==> config.mk <==
export PLATFORM = sky130hd
export DESIGN_NAME = cpu_test_sequencer_flat
export DESIGN_NICKNAME = d
export VERILOG_FILES = /design/src/rtl/cpu_test_sequencer_if.sv /design/src/rtl/cpu_test_sequencer.sv /design/src/flat_wrapper.sv
export SDC_FILE = /design/constraint.sdc
export NUM_CORES = 1
export LEC_CHECK = 0
export CORE_AREA = 2 2 194 196
export CTS_CLUSTER_SIZE = 14
export DETAILED_ROUTE_END_ITERATION = 12
export DIE_AREA = 0 0 196 198
export GPL_TIMING_DRIVEN = 0
export PLACE_DENSITY = 0.76
export SLEW_MARGIN = 20
export SYNTH_ARGS = -nofsm -noshare
export SYNTH_HDL_FRONTEND = slang
export SYNTH_SLANG_ARGS = --single-unit
==> constraint.sdc <==
create_clock -name clk -period 7.1 [get_ports clk]
set_clock_uncertainty 0.1 [all_clocks]
set_input_delay 1.775 -clock clk [delete_from_list [all_inputs] [get_ports clk]]
set_output_delay 1.775 -clock clk [all_outputs]
set_load 0.05 [all_outputs]
==> src/rtl/cpu_test_sequencer_if.sv <==
// Host-side bundle of the CPU test sequencer: load/dump streams,
// cpu external memory ports, run control and status.
`timescale 1ns/1ps
interface cpu_test_sequencer_if #(
  parameter int IMEM_DATA_W = 32,
  parameter int DMEM_DATA_W = 64,
  parameter int ADDR_W      = 64,
  parameter int CNT_W       = 32
);
  logic                   start;
  logic                   s_valid;
  logic                   s_ready;
  logic [DMEM_DATA_W-1:0] s_data;
  logic [31:0]            cpu_instr;
  logic [DMEM_DATA_W-1:0] rdata_ext_2;
  logic                   enable;
  logic [ADDR_W-1:0]      addr_ext;
  logic                   wen_ext;
  logic                   ren_ext;
  logic [IMEM_DATA_W-1:0] wdata_ext;
  logic [ADDR_W-1:0]      addr_ext_2;
  logic                   wen_ext_2;
  logic                   ren_ext_2;
  logic [DMEM_DATA_W-1:0] wdata_ext_2;
  logic                   m_valid;
  logic                   m_ready;
  logic [DMEM_DATA_W-1:0] m_data;
  logic                   busy;
  logic                   done;
  logic                   timed_out;
  logic [3:0]             test_id;
  logic [CNT_W-1:0]       cycles;

  modport master (
    input  start, s_valid, s_data, cpu_instr,
    input  rdata_ext_2, m_ready,
    output s_ready, enable,
    output addr_ext, wen_ext, ren_ext, wdata_ext,
    output addr_ext_2, wen_ext_2, ren_ext_2, wdata_ext_2,
    output m_valid, m_data,
    output busy, done, timed_out, test_id, cycles
  );

  modport slave (
    output start, s_valid, s_data, cpu_instr,
    output rdata_ext_2, m_ready,
    input  s_ready, enable,
    input  addr_ext, wen_ext, ren_ext, wdata_ext,
    input  addr_ext_2, wen_ext_2, ren_ext_2, wdata_ext_2,
    input  m_valid, m_data,
    input  busy, done, timed_out, test_id, cycles
  );
endinterface

==> src/rtl/cpu_test_sequencer.sv <==
// Loads dmem/imem of the cpu from a stream, runs it until STOP or
// timeout, then streams a dmem window back out.
`timescale 1ns/1ps
module cpu_test_sequencer #(
  parameter int         IMEM_DATA_W = 32,
  parameter int         DMEM_DATA_W = 64,
  parameter int         ADDR_W      = 64,
  parameter int         IMEM_WORDS  = 128,
  parameter int         DMEM_WORDS  = 128,
  parameter int         DUMP_BASE   = 35,
  parameter int         DUMP_WORDS  = 12,
  parameter int         TIMEOUT     = 99999,
  parameter logic [6:0] STOP_OPCODE = 7'b1111110,
  parameter int         CNT_W       = 32
) (
  input logic clk,
  input logic arst_n,
  cpu_test_sequencer_if.master bus
);
  localparam int IB = IMEM_DATA_W / 8;
  localparam int DB = DMEM_DATA_W / 8;

  typedef enum logic [2:0] {
    S_IDLE,
    S_LOAD_D,
    S_LOAD_I,
    S_RUN,
    S_DUMP_REQ,
    S_DUMP_OUT,
    S_DONE
  } state_t;

  state_t                 r_state;
  logic [31:0]            r_idx;
  logic                   r_en;
  logic [ADDR_W-1:0]      r_addr_i;
  logic                   r_wen_i;
  logic [IMEM_DATA_W-1:0] r_wdata_i;
  logic [ADDR_W-1:0]      r_addr_d;
  logic                   r_wen_d;
  logic                   r_ren_d;
  logic [DMEM_DATA_W-1:0] r_wdata_d;
  logic                   r_mvalid;
  logic [DMEM_DATA_W-1:0] r_mdata;
  logic                   r_busy;
  logic                   r_done;
  logic                   r_to;
  logic [3:0]             r_tid;
  logic [CNT_W-1:0]       r_cycles;

  logic                   w_sready;
  logic [31:0]            w_idx_nxt;
  logic [CNT_W-1:0]       w_cyc_nxt;
  logic                   w_stop;
  logic                   w_tmo;
  logic [31:0]            w_dump_idx;
  logic [ADDR_W-1:0]      w_dump_addr;

  assign w_sready  = (r_state == S_LOAD_D) || (r_state == S_LOAD_I);
  assign w_idx_nxt = r_idx + 32'd1;
  assign w_cyc_nxt = r_cycles + 1'b1;
  assign w_stop    = bus.cpu_instr[6:0] == STOP_OPCODE;
  assign w_tmo     = w_cyc_nxt >= CNT_W'(TIMEOUT);

  // Request address for the word about to be read (first or next).
  assign w_dump_idx  = (r_state == S_RUN) ? r_idx : w_idx_nxt;
  assign w_dump_addr = (ADDR_W'(DUMP_BASE) + ADDR_W'(w_dump_idx))
                     * ADDR_W'(DB);

  always_ff @(posedge clk or negedge arst_n) begin
    if (!arst_n) begin
      r_state   <= S_IDLE;
      r_idx     <= '0;
      r_en      <= 1'b0;
      r_addr_i  <= '0;
      r_wen_i   <= 1'b0;
      r_wdata_i <= '0;
      r_addr_d  <= '0;
      r_wen_d   <= 1'b0;
      r_ren_d   <= 1'b0;
      r_wdata_d <= '0;
      r_mvalid  <= 1'b0;
      r_mdata   <= '0;
      r_busy    <= 1'b0;
      r_done    <= 1'b0;
      r_to      <= 1'b0;
      r_tid     <= '0;
      r_cycles  <= '0;
    end else begin
      r_wen_i <= 1'b0;
      r_wen_d <= 1'b0;
      r_ren_d <= 1'b0;
      unique case (r_state)
        S_IDLE, S_DONE: begin
          if (bus.start) begin
            r_done   <= 1'b0;
            r_to     <= 1'b0;
            r_cycles <= '0;
            r_tid    <= '0;
            r_idx    <= '0;
            r_busy   <= 1'b1;
            r_state  <= S_LOAD_D;
          end
        end
        S_LOAD_D: begin
          if (bus.s_valid) begin
            r_wen_d   <= 1'b1;
            r_wdata_d <= bus.s_data;
            r_addr_d  <= ADDR_W'(r_idx) * ADDR_W'(DB);
            if (w_idx_nxt == 32'(DMEM_WORDS)) begin
              r_idx   <= '0;
              r_state <= S_LOAD_I;
            end else begin
              r_idx <= w_idx_nxt;
            end
          end
        end
        S_LOAD_I: begin
          if (bus.s_valid) begin
            r_wen_i   <= 1'b1;
            r_wdata_i <= bus.s_data[IMEM_DATA_W-1:0];
            r_addr_i  <= ADDR_W'(r_idx) * ADDR_W'(IB);
            if (w_idx_nxt == 32'(IMEM_WORDS)) begin
              r_idx   <= '0;
              r_state <= S_RUN;
            end else begin
              r_idx <= w_idx_nxt;
            end
          end
        end
        S_RUN: begin
          // First RUN cycle carries the last imem strobe; enable follows.
          if (!r_en) begin
            r_en <= 1'b1;
          end else begin
            r_cycles <= w_cyc_nxt;
            if (w_stop || w_tmo) begin
              r_en  <= 1'b0;
              r_tid <= bus.cpu_instr[31:28];
              r_to  <= w_tmo && !w_stop;
              if (DUMP_WORDS == 0) begin
                r_done  <= 1'b1;
                r_busy  <= 1'b0;
                r_state <= S_DONE;
              end else begin
                r_ren_d  <= 1'b1;
                r_addr_d <= w_dump_addr;
                r_state  <= S_DUMP_REQ;
              end
            end
          end
        end
        S_DUMP_REQ: begin
          r_state <= S_DUMP_OUT;
        end
        S_DUMP_OUT: begin
          if (!r_mvalid) begin
            r_mdata  <= bus.rdata_ext_2;
            r_mvalid <= 1'b1;
          end else if (bus.m_ready) begin
            r_mvalid <= 1'b0;
            if (w_idx_nxt == 32'(DUMP_WORDS)) begin
              r_done  <= 1'b1;
              r_busy  <= 1'b0;
              r_state <= S_DONE;
            end else begin
              r_idx    <= w_idx_nxt;
              r_ren_d  <= 1'b1;
              r_addr_d <= w_dump_addr;
              r_state  <= S_DUMP_REQ;
            end
          end
        end
        default: r_state <= S_IDLE;
      endcase
    end
  end

  assign bus.s_ready     = w_sready;
  assign bus.enable      = r_en;
  assign bus.addr_ext    = r_addr_i;
  assign bus.wen_ext     = r_wen_i;
  assign bus.ren_ext     = 1'b0;
  assign bus.wdata_ext   = r_wdata_i;
  assign bus.addr_ext_2  = r_addr_d;
  assign bus.wen_ext_2   = r_wen_d;
  assign bus.ren_ext_2   = r_ren_d;
  assign bus.wdata_ext_2 = r_wdata_d;
  assign bus.m_valid     = r_mvalid;
  assign bus.m_data      = r_mdata;
  assign bus.busy        = r_busy;
  assign bus.done        = r_done;
  assign bus.timed_out   = r_to;
  assign bus.test_id     = r_tid;
  assign bus.cycles      = r_cycles;
endmodule
==> src/flat_wrapper.sv <==
// flat-port wrapper written by rule: the top's interface ports become plain ports
module cpu_test_sequencer_flat 
#(
  parameter int         IMEM_DATA_W = 32,
  parameter int         DMEM_DATA_W = 64,
  parameter int         ADDR_W      = 64,
  parameter int         IMEM_WORDS  = 128,
  parameter int         DMEM_WORDS  = 128,
  parameter int         DUMP_BASE   = 35,
  parameter int         DUMP_WORDS  = 12,
  parameter int         TIMEOUT     = 99999,
  parameter logic [6:0] STOP_OPCODE = 7'b1111110,
  parameter int         CNT_W       = 32
)
  (clk, arst_n, bus_start, bus_s_valid, bus_s_data, bus_cpu_instr, bus_rdata_ext_2, bus_m_ready, bus_s_ready, bus_enable, bus_addr_ext, bus_wen_ext, bus_ren_ext, bus_wdata_ext, bus_addr_ext_2, bus_wen_ext_2, bus_ren_ext_2, bus_wdata_ext_2, bus_m_valid, bus_m_data, bus_busy, bus_done, bus_timed_out, bus_test_id, bus_cycles);
  cpu_test_sequencer_if #(.IMEM_DATA_W(IMEM_DATA_W), .DMEM_DATA_W(DMEM_DATA_W), .ADDR_W(ADDR_W), .CNT_W(CNT_W)) bus_i ();
  input logic clk;
  input logic arst_n;
  input wire logic [$bits(bus_i.start)-1:0] bus_start;
  input wire logic [$bits(bus_i.s_valid)-1:0] bus_s_valid;
  input wire logic [$bits(bus_i.s_data)-1:0] bus_s_data;
  input wire logic [$bits(bus_i.cpu_instr)-1:0] bus_cpu_instr;
  input wire logic [$bits(bus_i.rdata_ext_2)-1:0] bus_rdata_ext_2;
  input wire logic [$bits(bus_i.m_ready)-1:0] bus_m_ready;
  output wire logic [$bits(bus_i.s_ready)-1:0] bus_s_ready;
  output wire logic [$bits(bus_i.enable)-1:0] bus_enable;
  output wire logic [$bits(bus_i.addr_ext)-1:0] bus_addr_ext;
  output wire logic [$bits(bus_i.wen_ext)-1:0] bus_wen_ext;
  output wire logic [$bits(bus_i.ren_ext)-1:0] bus_ren_ext;
  output wire logic [$bits(bus_i.wdata_ext)-1:0] bus_wdata_ext;
  output wire logic [$bits(bus_i.addr_ext_2)-1:0] bus_addr_ext_2;
  output wire logic [$bits(bus_i.wen_ext_2)-1:0] bus_wen_ext_2;
  output wire logic [$bits(bus_i.ren_ext_2)-1:0] bus_ren_ext_2;
  output wire logic [$bits(bus_i.wdata_ext_2)-1:0] bus_wdata_ext_2;
  output wire logic [$bits(bus_i.m_valid)-1:0] bus_m_valid;
  output wire logic [$bits(bus_i.m_data)-1:0] bus_m_data;
  output wire logic [$bits(bus_i.busy)-1:0] bus_busy;
  output wire logic [$bits(bus_i.done)-1:0] bus_done;
  output wire logic [$bits(bus_i.timed_out)-1:0] bus_timed_out;
  output wire logic [$bits(bus_i.test_id)-1:0] bus_test_id;
  output wire logic [$bits(bus_i.cycles)-1:0] bus_cycles;
  assign bus_i.start = bus_start;
  assign bus_i.s_valid = bus_s_valid;
  assign bus_i.s_data = bus_s_data;
  assign bus_i.cpu_instr = bus_cpu_instr;
  assign bus_i.rdata_ext_2 = bus_rdata_ext_2;
  assign bus_i.m_ready = bus_m_ready;
  assign bus_s_ready = bus_i.s_ready;
  assign bus_enable = bus_i.enable;
  assign bus_addr_ext = bus_i.addr_ext;
  assign bus_wen_ext = bus_i.wen_ext;
  assign bus_ren_ext = bus_i.ren_ext;
  assign bus_wdata_ext = bus_i.wdata_ext;
  assign bus_addr_ext_2 = bus_i.addr_ext_2;
  assign bus_wen_ext_2 = bus_i.wen_ext_2;
  assign bus_ren_ext_2 = bus_i.ren_ext_2;
  assign bus_wdata_ext_2 = bus_i.wdata_ext_2;
  assign bus_m_valid = bus_i.m_valid;
  assign bus_m_data = bus_i.m_data;
  assign bus_busy = bus_i.busy;
  assign bus_done = bus_i.done;
  assign bus_timed_out = bus_i.timed_out;
  assign bus_test_id = bus_i.test_id;
  assign bus_cycles = bus_i.cycles;
  cpu_test_sequencer #(.IMEM_DATA_W(IMEM_DATA_W), .DMEM_DATA_W(DMEM_DATA_W), .ADDR_W(ADDR_W), .IMEM_WORDS(IMEM_WORDS), .DMEM_WORDS(DMEM_WORDS), .DUMP_BASE(DUMP_BASE), .DUMP_WORDS(DUMP_WORDS), .TIMEOUT(TIMEOUT), .STOP_OPCODE(STOP_OPCODE), .CNT_W(CNT_W)) u_core (.clk(clk), .arst_n(arst_n), .bus(bus_i));
endmodule
==> out/summary.txt <==
synthesis-stage register bit count: 304
number of instances in the synthesized netlist: 1,529
fin crit share: 76.6%
wire length reported by the detailed router: 56,400 um
First-pass DRT Iterations: 5
Routability Congestion: 0.944
post-DR wirelength/cell: 22.2 um
first-pass GRT wire length: 85,500 um
highest-delay cell along the critical path: buf_1
fill count: 3,116
global-route congestion overflow total: 0
class of the most critical setup path: reg -> reg
top fanout value on the critical path: 10
Worst VDD drop: 0.000360 V
Leak Pwr: 9.29 nW
top cells by area, synth: dfrtp_1 (47%), mux2_2 (15%), buf_4 (3.1%)
# H-tree levels: 2
data arrival time of the critical path: 5780 ps
endpoint kind of the worst setup timing path: flip-flop
clock network latency to the later pin of the worst-skew pair: 560 ps
via density per instance: 5.60
post-synthesis async set-or-reset flop share: 100%
fraction of layout instances using a drive strength above 1: 18.6%
Crit path largest cell delay: 750 ps
total routing usage reported by global routing: 28.8%
final-layout worst hold slack: 385 ps
net count of the finished layout: 2,216
Cells on Worst Hold Path: 1
path depth of the worst reg2reg path: 12
pin slew with the least headroom to its limit: 1030 ps
Req. time, crit path: 7440 ps
TritonCTS clock tree: done
unrepaired setup endpoints after global routing: false
flop2flop setup slack: 1660 ps
startpoint of the most critical hold path: u_core.bus.addr_ext_2[19]
count of final max-slew check failures: 0
highest attainable clock frequency: 184 MHz
CTS root buffer: clkbuf_16
number of ports placed on the die boundary: 499
Max-Slew Margin vs Limit: 30.4%
hpwl dp: 42,800 um
# Post-CTS Setup Buffers: 0
run status: finished clean
total standard cell area after synthesis: 16,100 um^2
count of vias placed by the detailed router: 14,269
overall die width: 196 um
power density cells: 436 nW/um^2
final total power: 9.75 mW
number of nets still failing antenna checks after routing: 0
minimum period implied by the final worst setup slack: 5440 ps
Clk pin slew, worst setup/hold paths: 50 ps
cell type with the largest total area after synthesis: dfrtp_1
most frequent cells after synthesis: dfrtp_1 (304), mux2_2 (215), nor2_1 (85)
hold path endpoint: u_core.bus.addr_ext_2[19]
number of hold violations in the final report: 0
total core area: 37,000 um^2
average footprint of a synthesized cell: 10.5 um^2
DRC violation count after routing: 0
flip-flop cell with the highest count after synthesis: dfrtp_1
cts bufs inserted: 36
sequential element share of the synthesized area: 47.2%
dpl ws: 1540 ps
number of enable-type register cells in the synthesized netlist: 0
Iteration-0 DRC Markers: 1,147
path class of the lowest-slack min-delay path: reg -> reg
endpoint of the most critical register-to-register path: u_core.bus.addr_ext_2[25]
vias in the first global route: 14,236
number of rows created at floorplan: 71
Clock Path Buffers: 3
number of antenna violations at the first check in global routing: 3
worst reg2reg startpoint: u_core.r_state[1]
Yosys warnings: 0
Port Buffers: 413
Yosys top cell area share: 47.2%
Yosys cell types: 74
Initial Util: 43.6%
Die ar.: 38,800 um^2
number of failing setup endpoints in the final timing report: 0
most common cell in the netlist: dfrtp_1
largest net degree at the start of global routing: 99
series of cell instances along the critical path: nand3b_1, clkbuf_1, buf_1, buf_1, xnor2_1, ha_1, o31a_1, nor4_2, and2_1, o21ai_0, xnor2_1, mux2_2
Layout Area Growth over Synthesis: 38.8%
Hold-fix buffers, CTS: 0
Die Span Y: 198 um
Worst Slack Setup Final: 1660 ps
Startpoint Class: flip-flop
number of gates given a new drive strength after cts: 0
maxcap violations: 0
Clock Sinks: 304
-- where the power goes --
group / total, mW / leakage, nW / internal (mW) / switching (mW)
clock: 1.82 / 0.556 / 1.08 / 0.744
sequential: 2.62 / 3.90 / 2.28 / 0.339
combinational: 5.30 / 4.83 / 1.79 / 3.51
total: 9.75 / 9.29 / 5.15 / 4.60
-- kinds of logic after synthesis --
logic type | synth area share (%)
buffers and inverters | 6.73
adder cells (fa/ha/maj) | 0.311
flip-flops | 47.2
other | 0.0233
AND/OR/NAND/NOR | 14.8
AO/OA/AOI/OAI | 11.1
multiplexers | 16.5
XOR/XNOR | 3.26
-- area by class of cell --
cell class	count	area, um^2	share of cell area (%)
diodes	1	2.50	0.0112
plain buffers	180	986	4.41
clock buffers	54	1070	4.79
well taps	474	593	2.65
flip-flops and latches	304	7610	34.0
clock inverters	8	83.8	0.375
repair buffers	417	4230	18.9
multi-input cells	1082	7690	34.4
inverters	26	97.6	0.437
-- worst max-delay path: cells and delay by family, from the launching register on --
kind / cells / cell delay [ps]
xor+xnor: 2 / 370
buf+inv: 3 / 1940
mux: 1 / 270
fa+ha+maj: 1 / 290
simple gates: 3 / 1320
compound gates: 2 / 590
flops: 1 / 440
-- worst max path at each step --
stage | start | end | slack [ps] | depth (start not counted)
4_1_cts | u_core.r_state[1] | u_core.bus.addr_ext_2[25] | 1520 | 12
3_3_place_gp | arst_n | u_core.bus.m_data[11] | -9270 | 1
2_1_floorplan | u_core.bus.cycles[5] | u_core.bus.addr_ext_2[15] | 3140 | 13
6_report | u_core.r_state[1] | u_core.bus.addr_ext_2[25] | 1660 | 12
3_5_place_dp | u_core.r_state[1] | u_core.bus.addr_ext_2[25] | 1540 | 12
5_1_grt | u_core.r_state[1] | u_core.bus.addr_ext_2[25] | 1610 | 12
-- stage by stage --
stage,util (%),TNS [ps],instance area (um^2),instances
after floorplan,-,0,16300,1592
after global placement,57.0,-2806280,21100,2479
after detailed placement,57.3,0,21200,2483
after CTS,60.4,0,22300,2545
after global routing,60.5,0,22400,2545
final,60.5,0,22400,2546
-- metal layers --
layer	wire length [um]	track usage, %
met1	21700	34.6
met2	27400	48.7
met3	5100	8.67
met4	2150	11.0
met5	27	0
-- placed cells by master (no fill, tap or decap), drive strengths merged, types with 5 or more instances in the layout --
cell type      Yosys  final
a21o              10     10
nor2              85     85
o21ai             78     78
clkdlybuf4s50      0    412
buf               99    104
nand2             80     80
a211oi             5      5
o21a               6      6
a21oi             54     54
or2                9      9
and4              14     14
a22o               8      8
nor3b              6      6
mux2i             12     12
and3              13     13
o31ai             18     18
o22ai             13     13
nor4              27     27
clkbuf            81    135
a31oi             20     20
mux2             225    225
xnor2             34     34
and2               7      7
nor2b             13     13
nand3             56     56
or3                7      7
nand2b            16     16
nand4             43     43
a22oi             16     16
o41ai              8      8
nor3              33     33
or4               12     12
inv               26     28
xor2              26     26
nand3b             5      5
o32ai              6      6
conb               1     64
dfrtp            304    304
-- flip-flops by register name (all words and copies together) (netlist names), 3 cells and up --
| register | count |
|---|---|
| u_core.bus.wdata_ext | 32 |
| u_core.bus.m_data | 64 |
| u_core.bus.wdata_ext_2 | 64 |
| u_core.bus.test_id | 4 |
| u_core.r_idx | 32 |
| u_core.bus.addr_ext_2 | 33 |
| u_core.bus.addr_ext | 32 |
| u_core.r_state | 3 |
| u_core.bus.cycles | 32 |
(Power assumes the default switching activity.)
